--- config.mk ---
export PLATFORM = sky130hd
export DESIGN_NAME = mult_div_unit_flat
export DESIGN_NICKNAME = d
export VERILOG_FILES = /design/src/rtl/mult_div_unit_pkg.sv /design/src/rtl/mult_div_unit_if.sv /design/src/rtl/mult_div_unit_step.sv /design/src/rtl/mult_div_unit.sv /design/src/flat_wrapper.sv
export SDC_FILE = /design/constraint.sdc
export NUM_CORES = 1
export LEC_CHECK = 0
export ABC_AREA = 1
export CORE_AREA = 10 10 234 236
export CTS_CLUSTER_SIZE = 40
export DETAILED_ROUTE_END_ITERATION = 6
export DIE_AREA = 0 0 244 246
export GPL_TIMING_DRIVEN = 0
export MAX_ROUTING_LAYER = met4
export PLACE_DENSITY = 0.6
export SLEW_MARGIN = 25
export SYNTH_ARGS = -nofsm -noshare
export SYNTH_HDL_FRONTEND = slang
export SYNTH_SLANG_ARGS = --single-unit
--- constraint.sdc ---
create_clock -name clk -period 3.2 [get_ports clk]
set_input_delay 0.32 -clock clk [delete_from_list [all_inputs] [get_ports clk]]
set_output_delay 0.32 -clock clk [all_outputs]
set_load 0.05 [all_outputs]
--- src/rtl/mult_div_unit_pkg.sv ---
// Shared encodings for the iterative multiply/divide unit: operation codes,
// FSM states and small decode helpers.
package mult_div_unit_pkg;

    localparam int MD_WIDTH_DEF = 32;
    localparam int MD_CNT_W_DEF = 6;

    typedef enum logic [1:0] {
        MD_MULT  = 2'b00,
        MD_MULTU = 2'b01,
        MD_DIV   = 2'b10,
        MD_DIVU  = 2'b11
    } md_op_e;

    typedef enum logic [1:0] {
        MD_IDLE = 2'b00,
        MD_RUN  = 2'b01,
        MD_FIX  = 2'b10
    } md_state_e;

    function automatic logic md_is_div(md_op_e op);
        return (op == MD_DIV) || (op == MD_DIVU);
    endfunction

    function automatic logic md_is_signed(md_op_e op);
        return (op == MD_MULT) || (op == MD_DIV);
    endfunction

endpackage

--- src/rtl/mult_div_unit_if.sv ---
// Request/result bundle between the execute stage (master) and the
// multiply/divide unit (slave).
interface mult_div_unit_if
    import mult_div_unit_pkg::*;
#(
    parameter int WIDTH = MD_WIDTH_DEF
);

    logic             start;
    md_op_e           md_op;
    logic [WIDTH-1:0] src_a;
    logic [WIDTH-1:0] src_b;
    logic             busy;
    logic             done;
    logic             div_by_zero;
    logic [WIDTH-1:0] hi;
    logic [WIDTH-1:0] lo;

    modport master (
        output start, md_op, src_a, src_b,
        input  busy, done, div_by_zero, hi, lo
    );

    modport slave (
        input  start, md_op, src_a, src_b,
        output busy, done, div_by_zero, hi, lo
    );

endinterface

--- src/rtl/mult_div_unit_step.sv ---
// One combinational iteration: shift-add multiply or restoring divide on a
// shared {upper[WIDTH:0], lower[WIDTH-1:0]} accumulator.
module md_iter_step
    import mult_div_unit_pkg::*;
#(
    parameter int WIDTH = MD_WIDTH_DEF
) (
    input  logic [2*WIDTH:0] acc_i,
    input  logic [WIDTH-1:0] opnd_i,
    input  md_op_e           op_i,
    output logic [2*WIDTH:0] acc_o
);

    logic [WIDTH:0]   sum;
    logic [WIDTH:0]   shifted;
    logic [WIDTH+1:0] diff;

    always_comb begin
        sum     = '0;
        shifted = '0;
        diff    = '0;
        acc_o   = acc_i;
        if (md_is_div(op_i)) begin
            // Remainder takes the next dividend bit; quotient bit enters at the LSB.
            shifted = {acc_i[2*WIDTH-1:WIDTH], acc_i[WIDTH-1]};
            diff    = {1'b0, shifted} - {2'b00, opnd_i};
            if (diff[WIDTH+1]) begin
                acc_o = {shifted, acc_i[WIDTH-2:0], 1'b0};
            end else begin
                acc_o = {diff[WIDTH:0], acc_i[WIDTH-2:0], 1'b1};
            end
        end else begin
            sum   = acc_i[2*WIDTH:WIDTH] + (acc_i[0] ? {1'b0, opnd_i} : '0);
            acc_o = {1'b0, sum, acc_i[WIDTH-1:1]};
        end
    end

endmodule

--- src/rtl/mult_div_unit.sv ---
// Iterative multiply/divide unit: operands are converted to magnitudes, iterated
// WIDTH times, sign-corrected and committed to the HI/LO pair.
module mult_div_unit
    import mult_div_unit_pkg::*;
#(
    parameter int WIDTH = MD_WIDTH_DEF,
    parameter int CNT_W = MD_CNT_W_DEF
) (
    input  logic           clk,
    input  logic           rst,
    mult_div_unit_if.slave md
);

    md_state_e        state_q, state_d;
    logic [CNT_W-1:0] cnt_q, cnt_d;
    md_op_e           op_q, op_d;
    logic             neg_q, neg_d;
    logic             rneg_q, rneg_d;
    logic             bz_q, bz_d;
    logic             fix_ph_q, fix_ph_d;
    logic [WIDTH-1:0] opnd_q, opnd_d;
    logic [2*WIDTH:0] acc_q, acc_d;
    logic [WIDTH-1:0] res_hi_q, res_hi_d;
    logic [WIDTH-1:0] res_lo_q, res_lo_d;
    logic [WIDTH-1:0] hi_q, hi_d;
    logic [WIDTH-1:0] lo_q, lo_d;
    logic             done_q, done_d;
    logic             dbz_q, dbz_d;

    logic [2*WIDTH:0]   acc_step;
    logic               sa, sb;
    logic [WIDTH-1:0]   mag_a, mag_b;
    logic [2*WIDTH-1:0] prod_raw, prod_fix;
    logic [WIDTH-1:0]   quo_fix, rem_fix;
    logic [WIDTH-1:0]   fix_hi, fix_lo;

    md_iter_step #(
        .WIDTH(WIDTH)
    ) u_step (
        .acc_i (acc_q),
        .opnd_i(opnd_q),
        .op_i  (op_q),
        .acc_o (acc_step)
    );

    always_comb begin
        sa    = md_is_signed(md.md_op) & md.src_a[WIDTH-1];
        sb    = md_is_signed(md.md_op) & md.src_b[WIDTH-1];
        mag_a = sa ? -md.src_a : md.src_a;
        mag_b = sb ? -md.src_b : md.src_b;
    end

    // A zero divisor leaves the dividend magnitude as remainder, so only LO needs forcing.
    always_comb begin
        prod_raw = acc_q[2*WIDTH-1:0];
        prod_fix = neg_q ? -prod_raw : prod_raw;
        quo_fix  = bz_q ? '1 : (neg_q ? -acc_q[WIDTH-1:0] : acc_q[WIDTH-1:0]);
        rem_fix  = rneg_q ? -acc_q[2*WIDTH-1:WIDTH] : acc_q[2*WIDTH-1:WIDTH];
        if (md_is_div(op_q)) begin
            fix_hi = rem_fix;
            fix_lo = quo_fix;
        end else begin
            fix_hi = prod_fix[2*WIDTH-1:WIDTH];
            fix_lo = prod_fix[WIDTH-1:0];
        end
    end

    always_comb begin
        state_d  = state_q;
        cnt_d    = cnt_q;
        op_d     = op_q;
        neg_d    = neg_q;
        rneg_d   = rneg_q;
        bz_d     = bz_q;
        fix_ph_d = fix_ph_q;
        opnd_d   = opnd_q;
        acc_d    = acc_q;
        res_hi_d = res_hi_q;
        res_lo_d = res_lo_q;
        hi_d     = hi_q;
        lo_d     = lo_q;
        done_d   = 1'b0;
        dbz_d    = dbz_q;
        unique case (state_q)
            MD_IDLE: begin
                if (md.start) begin
                    op_d    = md.md_op;
                    neg_d   = sa ^ sb;
                    rneg_d  = sa;
                    bz_d    = md_is_div(md.md_op) && (md.src_b == '0);
                    opnd_d  = md_is_div(md.md_op) ? mag_b : mag_a;
                    acc_d   = {{(WIDTH+1){1'b0}}, (md_is_div(md.md_op) ? mag_a : mag_b)};
                    cnt_d   = '0;
                    dbz_d   = 1'b0;
                    state_d = MD_RUN;
                end
            end
            MD_RUN: begin
                acc_d = acc_step;
                cnt_d = cnt_q + CNT_W'(1);
                if (cnt_q == CNT_W'(WIDTH-1)) begin
                    fix_ph_d = 1'b0;
                    state_d  = MD_FIX;
                end
            end
            MD_FIX: begin
                // Sign correction is registered first, then committed, keeping the
                // negate off the HI/LO write path.
                if (!fix_ph_q) begin
                    res_hi_d = fix_hi;
                    res_lo_d = fix_lo;
                    fix_ph_d = 1'b1;
                end else begin
                    hi_d    = res_hi_q;
                    lo_d    = res_lo_q;
                    done_d  = 1'b1;
                    dbz_d   = bz_q;
                    state_d = MD_IDLE;
                end
            end
            default: state_d = MD_IDLE;
        endcase
    end

    always_ff @(posedge clk) begin
        if (rst) begin
            state_q  <= MD_IDLE;
            cnt_q    <= '0;
            op_q     <= MD_MULT;
            neg_q    <= 1'b0;
            rneg_q   <= 1'b0;
            bz_q     <= 1'b0;
            fix_ph_q <= 1'b0;
            opnd_q   <= '0;
            acc_q    <= '0;
            res_hi_q <= '0;
            res_lo_q <= '0;
            hi_q     <= '0;
            lo_q     <= '0;
            done_q   <= 1'b0;
            dbz_q    <= 1'b0;
        end else begin
            state_q  <= state_d;
            cnt_q    <= cnt_d;
            op_q     <= op_d;
            neg_q    <= neg_d;
            rneg_q   <= rneg_d;
            bz_q     <= bz_d;
            fix_ph_q <= fix_ph_d;
            opnd_q   <= opnd_d;
            acc_q    <= acc_d;
            res_hi_q <= res_hi_d;
            res_lo_q <= res_lo_d;
            hi_q     <= hi_d;
            lo_q     <= lo_d;
            done_q   <= done_d;
            dbz_q    <= dbz_d;
        end
    end

    assign md.busy        = (state_q != MD_IDLE);
    assign md.done        = done_q;
    assign md.div_by_zero = dbz_q;
    assign md.hi          = hi_q;
    assign md.lo          = lo_q;

endmodule

--- src/flat_wrapper.sv ---
// flat-port wrapper written by rule: the top's interface ports become plain ports
module mult_div_unit_flat import mult_div_unit_pkg::*;
#(
    parameter int WIDTH = MD_WIDTH_DEF,
    parameter int CNT_W = MD_CNT_W_DEF
)
  (clk, rst, md_start, md_md_op, md_src_a, md_src_b, md_busy, md_done, md_div_by_zero, md_hi, md_lo);
  mult_div_unit_if #(.WIDTH(WIDTH)) md_i ();
  input  logic clk;
  input  logic rst;
  input wire logic [$bits(md_i.start)-1:0] md_start;
  input wire logic [$bits(md_i.md_op)-1:0] md_md_op;
  input wire logic [$bits(md_i.src_a)-1:0] md_src_a;
  input wire logic [$bits(md_i.src_b)-1:0] md_src_b;
  output wire logic [$bits(md_i.busy)-1:0] md_busy;
  output wire logic [$bits(md_i.done)-1:0] md_done;
  output wire logic [$bits(md_i.div_by_zero)-1:0] md_div_by_zero;
  output wire logic [$bits(md_i.hi)-1:0] md_hi;
  output wire logic [$bits(md_i.lo)-1:0] md_lo;
  assign md_i.start = md_start;
  assign md_i.md_op = md_md_op;
  assign md_i.src_a = md_src_a;
  assign md_i.src_b = md_src_b;
  assign md_busy = md_i.busy;
  assign md_done = md_i.done;
  assign md_div_by_zero = md_i.div_by_zero;
  assign md_hi = md_i.hi;
  assign md_lo = md_i.lo;
  mult_div_unit #(.WIDTH(WIDTH), .CNT_W(CNT_W)) u_core (.clk(clk), .rst(rst), .md(md_i));
endmodule
==> results.sh <==
export IMPL_setup_viol=0
export IMPL_worstPathRequired_ps=3620
export IMPL_finalHoldViolations=0
export IMPL_synth_most_common_cell="nand2_1"
export IMPL_synth_top_area_share_pct=24.20
export IMPL_cts_hold_buf=0
export IMPL_hp_start="md_md_op[1]"
export IMPL_synth_ff_type="dfxtp_1"
export IMPL_drv_slew=0
export IMPL_fin_crit_sh_pct=92.01
export IMPL_ff2ff_path_depth=16
export IMPL_drive_gt1_share_pct=3.857
export IMPL_cts_root_buf="clkbuf_16"
export IMPL_yosysWarnings=0
export IMPL_synth_avg_cell_area_um2=5.808
export IMPL_clock_path_buffers=3
export IMPL_rows=82
export IMPL_wirelength_um=86210
export IMPL_cts_resized=0
export IMPL_cts_sinks=240
export IMPL_place_congestion=1.048
export IMPL_yosys_top_cells_count="nand2_1, inv_1, nor2_1"
export IMPL_clock_latency_ps=590
export IMPL_tritoncts="yes"
export IMPL_vias_per_cell=5.353
export IMPL_synth_nets=3559
export IMPL_cap_violations=0
export IMPL_drc=0
export IMPL_die_h_um=246
export IMPL_ant_nets=0
export IMPL_core_area_mm2=0.04986
export IMPL_ys_seq_elements=240
export IMPL_peakVddDrop_mv=0.3659
export IMPL_rsz0062_at_grt="false"
export IMPL_place_worst_setup_slack_ps=205.0
export IMPL_die_w_um=244
export IMPL_r2r_start="u_core.acc_q[0]"
export IMPL_grt_pass1_wl_um=128100
export IMPL_grtUsageTotal_pct=28.20
export IMPL_cts_setup_buffers=0
export IMPL_async_flop_share_pct=0
export IMPL_area_growth_pct=15.75
export IMPL_cp_arrival_ps=3370
export IMPL_synth_area_leaders="dfxtp_1, nand2_1, inv_1"
export IMPL_power_density_mw_per_mm2=440.9
export IMPL_firstDrtPassIters=6
export IMPL_nNetsFinal=3723
export IMPL_crit_type="reg2reg"
export IMPL_syn_cell_area_mm2=0.01986
export IMPL_ctsHtreeMaxLevel=1
export IMPL_start_util_pct=39.82
export IMPL_crit_path_end_kind="register"
export IMPL_worstReg2RegEnd="u_core.acc_q[49]"
export IMPL_setup_ws_ps=255.6
export IMPL_rrSetupSlack_ps=260
export IMPL_fin_skew_ps=30.25
export IMPL_fin_crit_ps=2944
export IMPL_startpoint_type="register"
export IMPL_vias=22890
export IMPL_drt_iter0_markers=2417
export IMPL_io_pins=136
export IMPL_hpwl_um=71950
export IMPL_synth_edff_count=0
export IMPL_min_to="u_core.acc_q[7]"
export IMPL_hold_path_class="in2reg"
export IMPL_antenna_found_initial=1
export IMPL_gr_total_overflow=0
export IMPL_max_freq_ghz=0.3396
export IMPL_leakagePower_nw=10.79
export IMPL_synth_cell_type_count=54
export IMPL_cp_max_fo=10
export IMPL_ys_seq_area_share_pct=24.20
export IMPL_maxSlewHeadroom_pct=38.48
export IMPL_numCtsBuffers=28
export IMPL_hold_depth=5
export IMPL_netlist_instances=3419
export IMPL_finalSetupTns_ps=0
export IMPL_die_area_mm2=0.06002
export IMPL_worst_slew_pin_slew_ps=922.8
export IMPL_grt_pass1_vias=20910
export IMPL_clk_pin_slew_ps=60
export IMPL_grt_max_degree=16
export IMPL_port_buffers=134
export IMPL_wl_per_cell_um=20.16
export IMPL_status="completed"
export IMPL_synth_largest_area_cell="dfxtp_1"
-- cell type report --
class | instances | area (µm²)
well taps | 672 | 840.8
diodes | 1 | 2.502
clock buffers | 37 | 764.5
repair buffers | 134 | 1341
multi-input cells | 2543 | 12590
flip-flops and latches | 240 | 4805
plain buffers | 138 | 593.1
inverters | 498 | 1872
fillers | 5619 | 26880
clock inverters | 14 | 176.4
-- worst max-delay path by stage --
stage | startpoint | end | slack [ps]
2_1_floorplan | u_core.acc_q[0] | u_core.acc_q[59] | 830
3_3_place_gp | md_src_b[0] | u_core.acc_q[14] | 170
3_5_place_dp | u_core.acc_q[0] | u_core.acc_q[55] | 210
4_1_cts | u_core.acc_q[0] | u_core.acc_q[55] | 180
5_1_grt | u_core.acc_q[0] | u_core.acc_q[49] | 70
6_report | u_core.acc_q[0] | u_core.acc_q[49] | 260
-- stage by stage --
step	hold slack [ps]	total power, W	area [µm²]	util, %	instances
after detailed placement	452.4	0.006779	22040	44.20	4225
after global routing	437.5	0.01060	22990	46.10	4277
final	383.5	0.01013	22990	46.10	4277
after floorplan	437.1	0.005550	19860	-	3419
after CTS	348.7	0.01005	22980	46.09	4276
after global placement	450.0	0.006784	22040	44.20	4225
-- power breakdown --
group | switching (W) | internal (W)
combinational | 0.00248 | 0.00104
sequential | 0.000206 | 0.00310
clock | 0.00138 | 0.00193
-- kinds of logic (layout without fill, tap and decap cells) --
logic type	after synthesis	after routing	synth area share, %
AOI/OAI and AO/OA	665	665	18.84
xor gates and xnor gates	83	83	3.661
adders and majority gates	71	71	4.549
buffers and inverters	636	821	12.40
DFF	240	240	24.20
other	0	1	0
and+or+nand+nor	1724	1724	36.36
-- cell usage in the layout (no fill, tap or decap), types with 19 or more instances in the layout --
cell type        count
a21oi_1            265
inv_1              488
nand4_1             36
nand2_1           1057
o221ai_1            20
clkbuf_1           102
o21bai_1            19
nor3_1              45
dfxtp_1            240
nor2_1             278
o21ai_0            241
xor2_1              78
o211ai_1            47
buf_2               19
nand3_1            238
clkbuf_16           28
ha_1                69
clkdlybuf4s50_1    134
-- per-layer routing --
layer	vias to the layer above	routed length (µm)	track usage, %	part of all wire (%)
met2	999	38060	44.05	44
met3	146	6774	3.062	7.9
met4	0	3191	9.534	3.7
met1	10420	38180	37.40	44
met5	-	0	-	0
li1	11330	-	-	-
-- worst max-delay path, cell delays in order, from the launching register on --
cell	delay [ps]
dfxtp_1	300
buf_4	190
clkbuf_2	210
nand2_1	110
inv_1	40
ha_1	390
nand2_1	130
nor2_1	140
inv_1	80
nor3_1	410
nand4_1	280
nand3_1	140
nand2_1	50
nand3_1	90
nand2_1	60
nand3_1	100
a21oi_1	70
-- flip-flops by register name (all words and copies together) (netlist names) --
name                   cells
u_core.acc_q              65
u_core.md.hi              32
u_core.md.lo              32
u_core.opnd_q             32
u_core.res_hi_q           32
u_core.res_lo_q           32
u_core.cnt_q               6
u_core.state_q             2
u_core.bz_q                1
u_core.fix_ph_q            1
u_core.md.div_by_zero      1
u_core.md.done             1
u_core.neg_q               1
u_core.op_q                1
u_core.rneg_q              1
(Power assumes the default switching activity.)
